==> src/rtl/serial_subtractor.sv <==
// Bit-serial subtractor: diff = a - b - bin, BITS_PER_CYCLE full-subtractor cells per clock,
// borrow carried between cycles in a flop, start/done handshake with signed-overflow flag.
module serial_subtractor #(
  parameter int WIDTH          = 8,
  parameter int BITS_PER_CYCLE = 1
) (
  input  logic             clk,
  input  logic             reset,
  input  logic             start,
  input  logic [WIDTH-1:0] a,
  input  logic [WIDTH-1:0] b,
  input  logic             bin,
  output logic             busy,
  output logic             done,
  output logic [WIDTH-1:0] diff,
  output logic             bout,
  output logic             ovf
);

  localparam int STEPS = WIDTH / BITS_PER_CYCLE;
  localparam int CW    = (STEPS > 1) ? $clog2(STEPS) : 1;
  localparam logic [CW-1:0] LAST_STEP = CW'(STEPS - 1);

  generate
    if (WIDTH < 2 || BITS_PER_CYCLE < 1 || (WIDTH % BITS_PER_CYCLE) != 0) begin : g_bad_params
      $error("serial_subtractor: WIDTH must be >= 2 and a multiple of BITS_PER_CYCLE");
    end
  endgenerate

  typedef enum logic [1:0] {S_IDLE, S_RUN, S_DONE} state_t;

  state_t                    state_q, state_d;
  logic [WIDTH-1:0]          sa_q, sa_d;
  logic [WIDTH-1:0]          sb_q, sb_d;
  logic [WIDTH-1:0]          sd_q, sd_d;
  logic                      br_q, br_d;
  logic [CW-1:0]             cnt_q, cnt_d;
  logic                      a_msb_q, a_msb_d;
  logic                      b_msb_q, b_msb_d;
  logic [WIDTH-1:0]          diff_q, diff_d;
  logic                      bout_q, bout_d;
  logic                      ovf_q, ovf_d;

  logic [BITS_PER_CYCLE-1:0] step_bits;
  logic                      borrow_c;
  logic [WIDTH-1:0]          sd_shift;

  // Ripple of full-subtractor cells over the low slice of the operand shift registers.
  always_comb begin
    borrow_c  = br_q;
    step_bits = '0;
    for (int k = 0; k < BITS_PER_CYCLE; k++) begin
      step_bits[k] = sa_q[k] ^ sb_q[k] ^ borrow_c;
      borrow_c     = (~sa_q[k] & sb_q[k]) | (~(sa_q[k] ^ sb_q[k]) & borrow_c);
    end
    sd_shift = sd_q >> BITS_PER_CYCLE;
    sd_shift[WIDTH-1 -: BITS_PER_CYCLE] = step_bits;
  end

  always_comb begin
    state_d = state_q;
    sa_d    = sa_q;
    sb_d    = sb_q;
    sd_d    = sd_q;
    br_d    = br_q;
    cnt_d   = cnt_q;
    a_msb_d = a_msb_q;
    b_msb_d = b_msb_q;
    diff_d  = diff_q;
    bout_d  = bout_q;
    ovf_d   = ovf_q;

    case (state_q)
      S_IDLE, S_DONE: begin
        if (start) begin
          sa_d    = a;
          sb_d    = b;
          sd_d    = '0;
          br_d    = bin;
          a_msb_d = a[WIDTH-1];
          b_msb_d = b[WIDTH-1];
          cnt_d   = '0;
          state_d = S_RUN;
        end else begin
          state_d = S_IDLE;
        end
      end
      S_RUN: begin
        sa_d  = sa_q >> BITS_PER_CYCLE;
        sb_d  = sb_q >> BITS_PER_CYCLE;
        sd_d  = sd_shift;
        br_d  = borrow_c;
        cnt_d = cnt_q + CW'(1);
        if (cnt_q == LAST_STEP) begin
          // Results are exposed only here, so outputs never show a partial difference.
          diff_d  = sd_shift;
          bout_d  = borrow_c;
          ovf_d   = (a_msb_q ^ b_msb_q) & (sd_shift[WIDTH-1] ^ a_msb_q);
          state_d = S_DONE;
        end
      end
      default: state_d = S_IDLE;
    endcase
  end

  always_ff @(posedge clk or posedge reset) begin
    if (reset) begin
      state_q <= S_IDLE;
      sa_q    <= '0;
      sb_q    <= '0;
      sd_q    <= '0;
      br_q    <= 1'b0;
      cnt_q   <= '0;
      a_msb_q <= 1'b0;
      b_msb_q <= 1'b0;
      diff_q  <= '0;
      bout_q  <= 1'b0;
      ovf_q   <= 1'b0;
    end else begin
      state_q <= state_d;
      sa_q    <= sa_d;
      sb_q    <= sb_d;
      sd_q    <= sd_d;
      br_q    <= br_d;
      cnt_q   <= cnt_d;
      a_msb_q <= a_msb_d;
      b_msb_q <= b_msb_d;
      diff_q  <= diff_d;
      bout_q  <= bout_d;
      ovf_q   <= ovf_d;
    end
  end

  assign busy = (state_q == S_RUN);
  assign done = (state_q == S_DONE);
  assign diff = diff_q;
  assign bout = bout_q;
  assign ovf  = ovf_q;

endmodule

==> config.mk <==
export PLATFORM = sky130hd
export DESIGN_NAME = serial_subtractor
export DESIGN_NICKNAME = d
export VERILOG_FILES = /design/src/rtl/serial_subtractor.sv
export SDC_FILE = /design/constraint.sdc
export NUM_CORES = 1
export LEC_CHECK = 0
export CORE_AREA = 2 2 68 63
export DETAILED_ROUTE_END_ITERATION = 12
export DIE_AREA = 0 0 70 65
export PLACE_DENSITY_LB_ADDON = 0.08
export SYNTH_ARGS = -nofsm -noshare
export SYNTH_HDL_FRONTEND = slang
export SYNTH_SLANG_ARGS = --single-unit
==> constraint.sdc <==
create_clock -name clk -period 2.2 [get_ports clk]
set_input_delay 0.33 -clock clk [delete_from_list [all_inputs] [get_ports clk]]
set_output_delay 0.33 -clock clk [all_outputs]
set_load 0.1 [all_outputs]
-- Word level (Yosys, flattened, before mapping)
Index checks and enable logic that the tools add are counted.
- bits in registers: 42
- bits of input ports: 20
- output and inout bits: 12
- logic and storage cells: 46
- $add $sub $neg: 1
- eq/ne operators: 5
- muxes and demuxes: 13
- bitwise gates (word level): 10
- reduce and logical (&&, ||, !) cells: 6
- operators with widths (kind ; number):
    8-bit one-hot mux with 2 select lines ; 3
    8-bit 2-to-1 mux ; 3
    3-bit one-hot mux with 2 select lines ; 1
    2-bit AND reduction ; 3
    2-bit one-hot mux with 2 select lines ; 1
    1-bit XOR ; 4
    3-bit by 1-bit adder with 3-bit output, second input constant ; 1
    1-bit AND ; 3
    3-bit == test, second input constant ; 1
    3-bit 2-to-1 mux ; 1
    2-bit by 1-bit == test with 1-bit output, second input constant ; 1
    2-bit == test, second input constant ; 1
    2-bit logical NOT ; 1
    1-bit 2-to-1 mux ; 2
    2-bit 2-to-1 mux ; 1
    2-bit by 1-bit != test with 1-bit output, second input constant ; 1
    2-bit != test, second input constant ; 1
    1-bit inverter ; 2
    1-bit one-hot mux with 2 select lines ; 1
    2-bit nonzero test ; 1
    2-bit OR reduction ; 1
    1-bit bitwise OR ; 1

-- Logic depth before layout (Yosys ltp)
- depth in word-level cells: 5
- mapped depth: 6
- mapped depth without buffers: 5

-- Worst setup path before layout
Ideal clock, no wire load.
- path kind: register to output
- start: register state_q[0]
- end: output port done
- arrival time: 1.740 ns
- data required time: 1.870 ns
- path slack: 0.130 ns
- stages on the path, launching flop included: 2
- path buffers: 0
- cell sequence: dfrtp_1 > nor2b_1
- word-level cells in the longest chain between the ends: 1
- ends and longest elaborated chain (element ; line ; RTL):
    start, declared ; 32 ; state_t state_q, state_d;
    start signal, assigned ; 120 ; state_q <= state_d;
    2-bit == test ; 135 ; assign done = (state_q == S_DONE);
    end, declared ; 14 ; output logic done,
Every way passes these cells.

-- Worst setup path in the final report
- start: register cnt_q[0]
- end: register diff_q[6] (netlist: diff[6])
- word-level cells in the longest chain between the ends: 2
- ends and longest elaborated chain (element ; line ; RTL):
    start, declared ; 37 ; logic [CW-1:0] cnt_q, cnt_d;
    start signal, assigned ; 125 ; cnt_q <= cnt_d;
    3-bit == test ; 94 ; if (cnt_q == LAST_STEP) begin
    2-bit AND reduction (no line) ; - ;
    end signal, assigned ; 128 ; diff_q <= diff_d;
    end, declared ; 40 ; logic [WIDTH-1:0] diff_q, diff_d;
Every way passes these cells.
A chain may end at the register's enable or synchronous reset.

==> results by group <==
Status
  – Run status: finished, final reports clean

Synthesis
  – Post-Syn Area: 1680 um^2
  – Mapped Nets: roughly 170
  – #FFs+latches synth: 41
  – Post-Synth Simple-Gate Area: 0.125
  – Mux cell area share after synthesis: 0.0538
  – YS warnings: 0
  – Cell taking the most area after synthesis: dfrtp_1
  – Synth top area share: 0.612
  – Syn Area/Cell: around 12 um^2
  – Netlist cell types: 24
  – Synth Instances: 143
  – Largest family of logic cells by synthesized area: compound AO/OA/AOI/OAI gates
  – Top cells by area, synth: dfrtp_1, a22o_1, o22ai_1, nor3_1, mux2_1
  – Sequential element share of the synthesized area: 0.612
  – Synth Area in XOR/XNOR: 0
  – Synth Area in Adders: 0.0269
  – Compound-Gate Fraction of Synth Area: 0.134

Layout
  – # diodes: 0
  – Share of layout cells above drive strength 1: 0.160
  – Syn-to-layout area delta: 24.9%
  – Final Non-Filler Cells: 223
  – Nets: slightly below 200
  – Most frequent cells in the layout: dfrtp_1, clkdlybuf4s50_1, nor2_1
  – Commonest non-fill, non-tap cell in the layout: dfrtp_1
  – Util after Layout: 0.535

Critical path
  – Crit path launch type: flip-flop
  – Crit path cell chain: ha_1 -> ha_1 -> nand3b_1 -> mux2_2
  – Crit-path max FO: 13
  – CP required: 2.38 ns
  – Crit. End Element: flip-flop
  – Critical path class: reg -> reg
  – CP most frequent cell: ha_1
  – Crit-path slowest cell: nand3b_1
  – Critical Path Max Stage Delay: 0.45 ns
  – CP Buf/Inv Count: 0
  – Worst Path Arrival: about 1.9 ns
  – Cell family with most CP delay: simple AND/OR/NAND/NOR gates

Route
  – Max Used Layer: met4
  – Wl on met1: roughly 1.6 mm
  – WL/cell: 14.6 um
  – Number of routed nets with antenna violations: 0
  – Drt pass-1 iters: 4
  – Metal2 WL: about 1.4 mm
  – DR iter-0 viols: 72
  – Via density: 5.32
  – Drt total wl: 3.26 mm
  – Remaining design rule violation count: 0
  – Vias: 1186
  – Met3 wire len: around 160 um

Hold path
  – Hold Path Class: in -> async

Clocking
  – Clock Latency Late Sink: 0.29 ns
  – Clock root buffer: clkbuf_8
  – CTS resizes: 0
  – Setup repair bufs after CTS: 0
  – Clock sinks: 41
  – H-tree Lvls: 2
  – Number of CTS-inserted buffers: 5
  – Hold Buf Count CTS: 0
  – Clock transition at path regs: 0.08 ns
  – Clk buf depth: 2
  – CTS tree: built

Floorplanning
  – Rows: 22
  – Die H: 65 um
  – Die X-Extent: 70 um
  – Full die area: between 4000 and 5000 um^2
  – IO Pins: 32
  – Starting Density: 0.429
  – Core area: 3910 um^2

Timing
  – Final setup fails: 0
  – Max-slew violations: 0
  – Slew headroom: 0.548
  – Worst Skew: around 0.0064 ns
  – RSZ-0062 raised after global routing: false
  – Fin crit period: 1.76 ns
  – Setup TNS: 0 ns
  – Worst hold slack: about 0.46 ns
  – Final hold vios: 0
  – Actual slew at the worst max-slew pin: between 0.6 and 0.7 ns
  – Fmax: 568 MHz
  – Final Cycle Share: 0.800

GRT
  – Grt ovf: 0
  – Initial antenna violation count: 0
  – Tot GR Track Use: 0.159
  – Vias in the first global route: 1123
  – Maximum number of pins on one net before global-route repair: 42
  – First-pass GRT wire length: 5.52 mm

Placed design
  – Placed Cells: 215
  – Post-DP HPWL: 2.09 mm
  – Placer Congestion: ~0.70
  – Port-buffer cells: 31

Job
  – Max-Cap Viols: 0
registers in the layout (all words and copies together), names as in the netlist:
name	flops
bout	1
b_msb_q	1
state_q	2
ovf	1
sd_q	7
diff	8
br_q	1
sa_q	8
sb_q	8
a_msb_q	1
cnt_q	3
Yosys cell counts, drive strengths merged:
master,instances
nand3,1
ha,2
nand3b,1
o21ai,4
nor3,13
o22ai,14
inv,5
nor2,16
nand2,8
buf,10
nand2b,2
nor2b,2
a21oi,2
a221o,1
a22o,11
and3b,1
mux2,8
dfrtp,41
fa,1
worst paths after layout:
path | startpoint | endpoint | slack [ns] | cells after the start
setup / recovery | cnt_q[0] | diff[6] | 0.44 | 4
hold / removal | reset | diff[4] | 0.46 | 3
setup reg to reg | cnt_q[0] | diff[6] | 0.44 | 4
hold reg to reg | diff[2] | diff[2] | 0.49 | 1
max in group asynchronous | reset | sb_q[7] | 1.39 | 3
min in group clk | diff[2] | diff[2] | 0.49 | 1
per-stage QoR:
step | area [um^2] | setup WS (ns)
3_5_place_dp | 1990 | 0.437
4_1_cts | 2090 | 0.419
2_1_floorplan | 1680 | 0.130
6_report | 2090 | 0.441
3_3_place_gp | 1990 | 0.477
5_1_grt | 2090 | 0.317
worst min-delay path, cell delays in order:
cell and delay, ns:
clkdlybuf4s50_1 0.40, inv_1 0.05, buf_4 0.43
cell type report:
cell class,instances,area (um^2)
multi-input combinational,87,568
sequential,41,1030
clock inverter,1,5.00
inverter,5,21.3
timing repair buffer,34,315
clock buffer,7,96.3
tap,48,60.1
fill,363,1820
logic make-up (layout without fill, tap and decap cells):
| family | count (synthesis) | in the layout |
|---|---|---|
| AOI/OAI and AO/OA | 32 | 32 |
| adders and majority gates | 3 | 3 |
| buffers and inverters | 15 | 47 |
| DFF | 41 | 41 |
| muxes | 8 | 8 |
| and+or+nand+nor | 44 | 44 |
routing by layer:
layer	track usage	vias to the layer above
met5	0	-
met4	0.0673	0
met3	0.0513	7
met2	0.230	29
met1	0.220	585
li1	-	565
Power is not shown: default switching activity piles up to over one toggle a cycle in this logic, so the estimate is an artifact.
